$ cat src/rtl/alu_exec_unit_pkg.sv
// rtl/alu_exec_unit_pkg.sv - shared ALU op encoding, FSM states and default widths
package alu_exec_unit_pkg;

  localparam int XLEN_DEF    = 32;
  localparam int SHAMT_W_DEF = 5;

  // One encoding shared with the ALU-control decoder
  localparam logic [3:0] ALU_ADD  = 4'b0000;
  localparam logic [3:0] ALU_SUB  = 4'b0001;
  localparam logic [3:0] ALU_AND  = 4'b0010;
  localparam logic [3:0] ALU_OR   = 4'b0011;
  localparam logic [3:0] ALU_XOR  = 4'b0100;
  localparam logic [3:0] ALU_SLT  = 4'b0110;
  localparam logic [3:0] ALU_SLTU = 4'b0111;
  localparam logic [3:0] ALU_SLL  = 4'b1000;
  localparam logic [3:0] ALU_SRL  = 4'b1001;
  localparam logic [3:0] ALU_SRA  = 4'b1010;

  typedef enum logic [1:0] {
    ST_IDLE  = 2'd0,
    ST_SHIFT = 2'd1,
    ST_DONE  = 2'd2
  } state_e;

  function automatic logic is_shift(input logic [3:0] code);
    return (code == ALU_SLL) || (code == ALU_SRL) || (code == ALU_SRA);
  endfunction

endpackage

$ cat src/rtl/alu_exec_unit_if.sv
// rtl/alu_exec_unit_if.sv - request/result handshake bundle of the execute-stage ALU
interface alu_exec_unit_if
  import alu_exec_unit_pkg::*;
#(
  parameter int XLEN = XLEN_DEF
);
  logic            in_valid;
  logic            in_ready;
  logic [3:0]      alu_control;
  logic [XLEN-1:0] op_a;
  logic [XLEN-1:0] op_b;
  logic            out_valid;
  logic            out_ready;
  logic [XLEN-1:0] result;
  logic            zero;
  logic            illegal;

  modport master (
    output in_valid, alu_control, op_a, op_b, out_ready,
    input  in_ready, out_valid, result, zero, illegal
  );

  modport slave (
    input  in_valid, alu_control, op_a, op_b, out_ready,
    output in_ready, out_valid, result, zero, illegal
  );
endinterface

$ cat src/rtl/alu_serial_shifter.sv
// rtl/alu_serial_shifter.sv - one-bit-per-cycle shifter; o_done flags the final step
module alu_serial_shifter
  import alu_exec_unit_pkg::*;
#(
  parameter int XLEN    = XLEN_DEF,
  parameter int SHAMT_W = SHAMT_W_DEF
) (
  input  logic               clk,
  input  logic               rst,
  input  logic               i_abort,
  input  logic               i_load,
  input  logic [1:0]         i_kind,
  input  logic [XLEN-1:0]    i_data,
  input  logic [SHAMT_W-1:0] i_shamt,
  output logic               o_busy,
  output logic               o_done,
  output logic [XLEN-1:0]    o_next
);

  logic [XLEN-1:0]    r_work;
  logic [SHAMT_W-1:0] r_cnt;
  logic [1:0]         r_kind;

  // i_kind is alu_control[1:0]: 00 SLL, 01 SRL, 10 SRA
  always_comb begin
    o_next = r_work;
    case (r_kind)
      2'b00:   o_next = {r_work[XLEN-2:0], 1'b0};
      2'b01:   o_next = {1'b0, r_work[XLEN-1:1]};
      default: o_next = {r_work[XLEN-1], r_work[XLEN-1:1]};
    endcase
  end

  assign o_busy = (r_cnt != '0);
  assign o_done = (r_cnt == SHAMT_W'(1));

  always_ff @(posedge clk or posedge rst) begin
    if (rst) begin
      r_work <= '0;
      r_cnt  <= '0;
      r_kind <= 2'b00;
    end else if (i_abort) begin
      r_cnt <= '0;
    end else if (i_load) begin
      r_work <= i_data;
      r_cnt  <= i_shamt;
      r_kind <= i_kind;
    end else if (o_busy) begin
      r_work <= o_next;
      r_cnt  <= r_cnt - SHAMT_W'(1);
    end
  end

endmodule

$ cat src/rtl/alu_exec_unit.sv
// rtl/alu_exec_unit.sv - execute-stage ALU: 1-cycle logic/arith/compare, serial shifts
module alu_exec_unit
  import alu_exec_unit_pkg::*;
#(
  parameter int XLEN    = XLEN_DEF,
  parameter int SHAMT_W = SHAMT_W_DEF
) (
  input  logic            clk,
  input  logic            rst,
  input  logic            flush,
  alu_exec_unit_if.slave  bus
);

  state_e             r_state;
  state_e             w_next_state;
  logic [XLEN-1:0]    r_result;
  logic               r_illegal;
  logic [XLEN-1:0]    w_alu_result;
  logic               w_alu_illegal;
  logic [XLEN-1:0]    w_sh_next;
  logic               w_sh_busy;
  logic               w_sh_done;
  logic               w_accept;
  logic               w_start_shift;
  logic [SHAMT_W-1:0] w_shamt;

  assign w_shamt       = bus.op_b[SHAMT_W-1:0];
  assign bus.in_ready  = !flush && ((r_state == ST_IDLE) ||
                                    ((r_state == ST_DONE) && bus.out_ready));
  assign w_accept      = bus.in_valid && bus.in_ready;
  assign w_start_shift = w_accept && is_shift(bus.alu_control) && (w_shamt != '0);

  assign bus.out_valid = (r_state == ST_DONE);
  assign bus.result    = r_result;
  assign bus.zero      = (r_result == '0);
  assign bus.illegal   = r_illegal;

  // Shift codes land here only with shamt==0, where the result is op_a unchanged
  always_comb begin
    w_alu_result  = '0;
    w_alu_illegal = 1'b0;
    case (bus.alu_control)
      ALU_ADD:  w_alu_result = bus.op_a + bus.op_b;
      ALU_SUB:  w_alu_result = bus.op_a - bus.op_b;
      ALU_AND:  w_alu_result = bus.op_a & bus.op_b;
      ALU_OR:   w_alu_result = bus.op_a | bus.op_b;
      ALU_XOR:  w_alu_result = bus.op_a ^ bus.op_b;
      ALU_SLT:  w_alu_result = XLEN'($signed(bus.op_a) < $signed(bus.op_b));
      ALU_SLTU: w_alu_result = XLEN'(bus.op_a < bus.op_b);
      ALU_SLL, ALU_SRL, ALU_SRA: w_alu_result = bus.op_a;
      default:  w_alu_illegal = 1'b1;
    endcase
  end

  alu_serial_shifter #(
    .XLEN    (XLEN),
    .SHAMT_W (SHAMT_W)
  ) u_shifter (
    .clk     (clk),
    .rst     (rst),
    .i_abort (flush),
    .i_load  (w_start_shift),
    .i_kind  (bus.alu_control[1:0]),
    .i_data  (bus.op_a),
    .i_shamt (w_shamt),
    .o_busy  (w_sh_busy),
    .o_done  (w_sh_done),
    .o_next  (w_sh_next)
  );

  always_comb begin
    w_next_state = r_state;
    if (flush) begin
      w_next_state = ST_IDLE;
    end else if (w_accept) begin
      w_next_state = w_start_shift ? ST_SHIFT : ST_DONE;
    end else begin
      case (r_state)
        ST_SHIFT: begin
          if (w_sh_done)       w_next_state = ST_DONE;
          else if (!w_sh_busy) w_next_state = ST_IDLE;
        end
        ST_DONE:  if (bus.out_ready) w_next_state = ST_IDLE;
        default:  w_next_state = r_state;
      endcase
    end
  end

  always_ff @(posedge clk or posedge rst) begin
    if (rst) r_state <= ST_IDLE;
    else     r_state <= w_next_state;
  end

  // Result is left untouched on flush; it is don't-care while out_valid is low
  always_ff @(posedge clk or posedge rst) begin
    if (rst) begin
      r_result  <= '0;
      r_illegal <= 1'b0;
    end else if (!flush) begin
      if (w_accept && !w_start_shift) begin
        r_result  <= w_alu_result;
        r_illegal <= w_alu_illegal;
      end else if ((r_state == ST_SHIFT) && w_sh_done) begin
        r_result  <= w_sh_next;
        r_illegal <= 1'b0;
      end
    end
  end

endmodule

$ cat src/flat_wrapper.sv
// flat-port wrapper written by rule: the top's interface ports become plain ports
module alu_exec_unit_flat import alu_exec_unit_pkg::*;
#(
  parameter int XLEN    = XLEN_DEF,
  parameter int SHAMT_W = SHAMT_W_DEF
)
  (clk, rst, flush, bus_in_valid, bus_alu_control, bus_op_a, bus_op_b, bus_out_ready, bus_in_ready, bus_out_valid, bus_result, bus_zero, bus_illegal);
  alu_exec_unit_if #(.XLEN(XLEN)) bus_i ();
  input  logic clk;
  input  logic rst;
  input  logic flush;
  input wire logic [$bits(bus_i.in_valid)-1:0] bus_in_valid;
  input wire logic [$bits(bus_i.alu_control)-1:0] bus_alu_control;
  input wire logic [$bits(bus_i.op_a)-1:0] bus_op_a;
  input wire logic [$bits(bus_i.op_b)-1:0] bus_op_b;
  input wire logic [$bits(bus_i.out_ready)-1:0] bus_out_ready;
  output wire logic [$bits(bus_i.in_ready)-1:0] bus_in_ready;
  output wire logic [$bits(bus_i.out_valid)-1:0] bus_out_valid;
  output wire logic [$bits(bus_i.result)-1:0] bus_result;
  output wire logic [$bits(bus_i.zero)-1:0] bus_zero;
  output wire logic [$bits(bus_i.illegal)-1:0] bus_illegal;
  assign bus_i.in_valid = bus_in_valid;
  assign bus_i.alu_control = bus_alu_control;
  assign bus_i.op_a = bus_op_a;
  assign bus_i.op_b = bus_op_b;
  assign bus_i.out_ready = bus_out_ready;
  assign bus_in_ready = bus_i.in_ready;
  assign bus_out_valid = bus_i.out_valid;
  assign bus_result = bus_i.result;
  assign bus_zero = bus_i.zero;
  assign bus_illegal = bus_i.illegal;
  alu_exec_unit #(.XLEN(XLEN), .SHAMT_W(SHAMT_W)) u_core (.clk(clk), .rst(rst), .flush(flush), .bus(bus_i));
endmodule
$ cat config.mk
export PLATFORM = sky130hd
export DESIGN_NAME = alu_exec_unit_flat
export DESIGN_NICKNAME = d
export VERILOG_FILES = /design/src/rtl/alu_exec_unit_pkg.sv /design/src/rtl/alu_exec_unit_if.sv /design/src/rtl/alu_serial_shifter.sv /design/src/rtl/alu_exec_unit.sv /design/src/flat_wrapper.sv
export SDC_FILE = /design/constraint.sdc
export NUM_CORES = 1
export LEC_CHECK = 0
export BUFFER_PORTS_ARGS = -buffer_cell sky130_fd_sc_hd__buf_2
export CAP_MARGIN = 15
export CORE_ASPECT_RATIO = 1.1
export CORE_MARGIN = 10
export CORE_UTILIZATION = 51
export CTS_CLUSTER_DIAMETER = 60
export DETAILED_ROUTE_END_ITERATION = 16
export PLACE_DENSITY = 0.72
export RECOVER_POWER = 50
export SYNTH_ARGS = -nofsm -noshare
export SYNTH_HDL_FRONTEND = slang
export SYNTH_SLANG_ARGS = --single-unit
$ cat constraint.sdc
create_clock -name clk -period 4.2 [get_ports clk]
set_input_delay 0.21 -clock clk [delete_from_list [all_inputs] [get_ports clk]]
set_output_delay 0.21 -clock clk [all_outputs]
set_load 0.02 [all_outputs]
==> metrics.cfg <==
[finish]
layout_commonest_cell=a21oi_1
fin_nets=1454
diodes=0
layout.cells.most_common_list=128 x a21oi_1, 116 x ha_1, 103 x nor2_1
final_cells=1506
area_delta_synth_final_pct=10.63
fill_cells=1714
drive_gt1_frac=0.1278

[synthesis]
synth_edf_count=0
synth_area_leader_cell=dfrtp_1
synthFlopType=dfrtp_1
async_flop_share=1.000
syn_area_um2=9273
syn-num-nets=1392
ys_types=96
synth.avg_cell_area_um2=7.721
synthCells=1201
synthTopCellsByArea=dfrtp_1 20%, ha_1 16%, a21oi_1 6.9%
yosysWarnings=0
ys_ff_latch=74
ys_seq_area_frac=0.1997
post-synth-top-area-fraction=0.1997

[placement]
dp_cells=1489
dp_hpwl_mm=24.30
preCtsSetupSlack_ns=0.8059
place_congestion=0.9490
numPortBuffers=108

[drt]
drt_first_iter_violations=1108
met1Wirelength_mm=14.14
wl_met3_mm=2.693
first_pass_iters=8
vias_per_cell=6.465
wl_met2_mm=15.20
drc_errors=0
wl_per_cell_um=21.83
dr.max_layer_used=met4
antenna_left=0
wirelength_mm=32.88
route.vias.total=9736

[sta]
clock_skew_ns=0.007754
hold_viol_final=0
fin_crit_sh=0.7611
timing.fmax_mhz=312.8
relSlewSlack=-0.1224
worst_pin_slew_ns=1.674
rsz0062_at_grt=false
setup_violations=0
slew_viol_final=37
period_needed_ns=3.197
setup-tns-final_ns=0
worst_slack_ns=1.003

[hold_path]
hold_class=input port to register
worstHoldEndpoint=u_core.u_shifter.r_cnt[0]
holdPathStages=3
hold_start=bus_op_b[0]

[pwr]
peakVddDrop_mv=0.2271
p_per_area_nw_per_um2=401.5
p_leak_nw=4.610

[setup_path]
cp-start-kind=input port
r2r-start=u_core.r_state[0]
crit_path_end_kind=register
slowest_stage=o41ai_1
critPathKind=input port to register
cp_common_cell=a211oi_1
cp.required_ns=4.46
path_buf_inv=2
cp_max_fo=4
crit_path_cell_trace=buf_2 > ha_1 > inv_1 > fa_1 > nand2b_1 > a211oi_1 > o31ai_1 > a211oi_1 > o41ai_1 > o2111ai_1 > o41a_1 > a221oi_2
r2r_cells=9
reg2reg_slack_ns=1.24
critPathMaxStageDelay_ns=0.72
r2r_end=u_core.bus.result[20]
cp.arrival_ns=3.46
crit_family=compound AO/OA/AOI/OAI gates

[outcome]
violations=max-capacitance violations, max-slew violations
status=complete, but fails checks

[die]
fp-row-count=51
dieHeight_um=161.4
die_area_um2=23980
ios=109
die_w_um=148.6
start_util=0.5208
coreArea_um2=17800

[cts]
cts.sinks=74
cts_root_buf=clkbuf_16
htree_levels=3
cts_tree=built
postCtsSetupBuffers=0
worstSkewPairLatency_ns=0.35
clk_pin_slew_ns=0.06
clock_path_buffers=2
cts_buffers=9

[global_route]
grt_start_max_net_pins=64
overflow=0
grt_antenna_before_repair=0
grt_pass1_wl_mm=51.87
grt_usage=0.2653
grt_pass1_vias=9338

[run]
drv_cap=1

cell usage after synthesis (5+ instances only):
master     instances
nor4b_1            5
mux2_2             5
o21ai_1           44
o2111ai_1          9
nand3_1           19
nand2b_1           8
nand2_1           89
nand4_1            7
o211ai_1          12
nor3b_1            5
mux2i_1           39
inv_1             93
nor4_1            15
xnor2_1           14
nor2_1           105
ha_1             116
buf_1              8
or3_1             10
a221o_1            5
dfrtp_1           74
a21oi_1          128
inv_2              6
o31ai_1           12
a22oi_1           12
buf_2             16
clkbuf_1          53
a311oi_1           6
a222oi_1          19
o21bai_1          11
o221ai_1           7
a221oi_1           9
o21ai_0           59
nor3_1            39
a211oi_1          16
a21o_1            18
a31oi_1            8
worst register-to-register path: cells and delay by family (launching register included):
kind            cells  cell delay, ns
flops               1            0.42
simple gates        1            0.07
compound gates      5            1.70
mux                 1            0.14
buf+inv             2            0.50
where the power goes:
group	internal [mW]	switching, mW	leakage, nW	total [mW]
Sequential	0.968	0.276	0.972	1.24
Clock	0.526	0.347	0.154	0.873
Combinational	0.728	1.27	3.48	2.00
sequential cells by signal (all words and copies together), names as in the netlist:
register and cells:
u_core.u_shifter.r_cnt 5, u_core.u_shifter.r_kind 2, u_core.bus.illegal 1, u_core.bus.result 32, u_core.r_state 2, u_core.u_shifter.r_work 32
through the flow:
step,hold slack (ns),power [mW],area [um^2],utilization
finish,0.1909,4.119,10260,0.5762
global route,0.2065,4.386,10260,0.5762
floorplan,0.3816,2.582,9273,-
detailed placement,0.3204,3.259,9973,0.5602
global placement,0.3081,3.232,9973,0.5602
CTS,0.1853,4.141,10310,0.5790
area by class of cell:
| cell class | instances | area (um^2) | share of cell area |
|---|---|---|---|
| Inverter | 100 | 376.6 | 0.03671 |
| Clock buffer | 13 | 280.3 | 0.02732 |
| Sequential cell | 74 | 1852 | 0.1805 |
| Timing Repair Buffer | 130 | 663.1 | 0.06464 |
| Clock inverter | 3 | 45.04 | 0.004391 |
| Tap cell | 238 | 297.8 | 0.02903 |
| Multi-Input combinational cell | 948 | 6744 | 0.6574 |
worst max path at each step:
stage | startpoint | end | slack (ns) | depth (start not counted)
final | bus_op_b[0] | u_core.bus.result[26] | 1.00 | 12
after global routing | bus_op_b[0] | u_core.bus.result[26] | 0.70 | 12
after CTS | bus_op_b[0] | u_core.bus.result[26] | 1.15 | 12
after detailed placement | bus_op_a[6] | u_core.bus.result[26] | 0.81 | 11
after global placement | bus_op_b[0] | u_core.bus.result[26] | 0.83 | 12
after floorplan | bus_op_a[0] | u_core.bus.result[0] | 1.52 | 12
metal layers:
| layer | track usage | up-vias |
|---|---|---|
| met3 | 0.03801 | 64 |
| met1 | 0.3518 | 4687 |
| met5 | 0 | - |
| li1 | - | 4538 |
| met4 | 0.08837 | 0 |
| met2 | 0.4305 | 447 |
cell families (layout without fill, tap and decap cells):
logic type	count (synthesis)	in the layout	synth area share
AO/OA/AOI/OAI	434	434	0.3251
AND/OR/NAND/NOR	334	334	0.1738
buffers and inverters	179	246	0.07543
adder cells (fa/ha/maj)	118	118	0.1608
flip-flops	74	74	0.1997
multiplexers	44	44	0.04817
XOR/XNOR	18	18	0.01700
what timing repair did:
action	CTS	global route
hold buffers	1	0
endpoints found under the hold margin	35	0
resized for setup	0	0
Note: power is estimated with default switching activity, not from simulation.
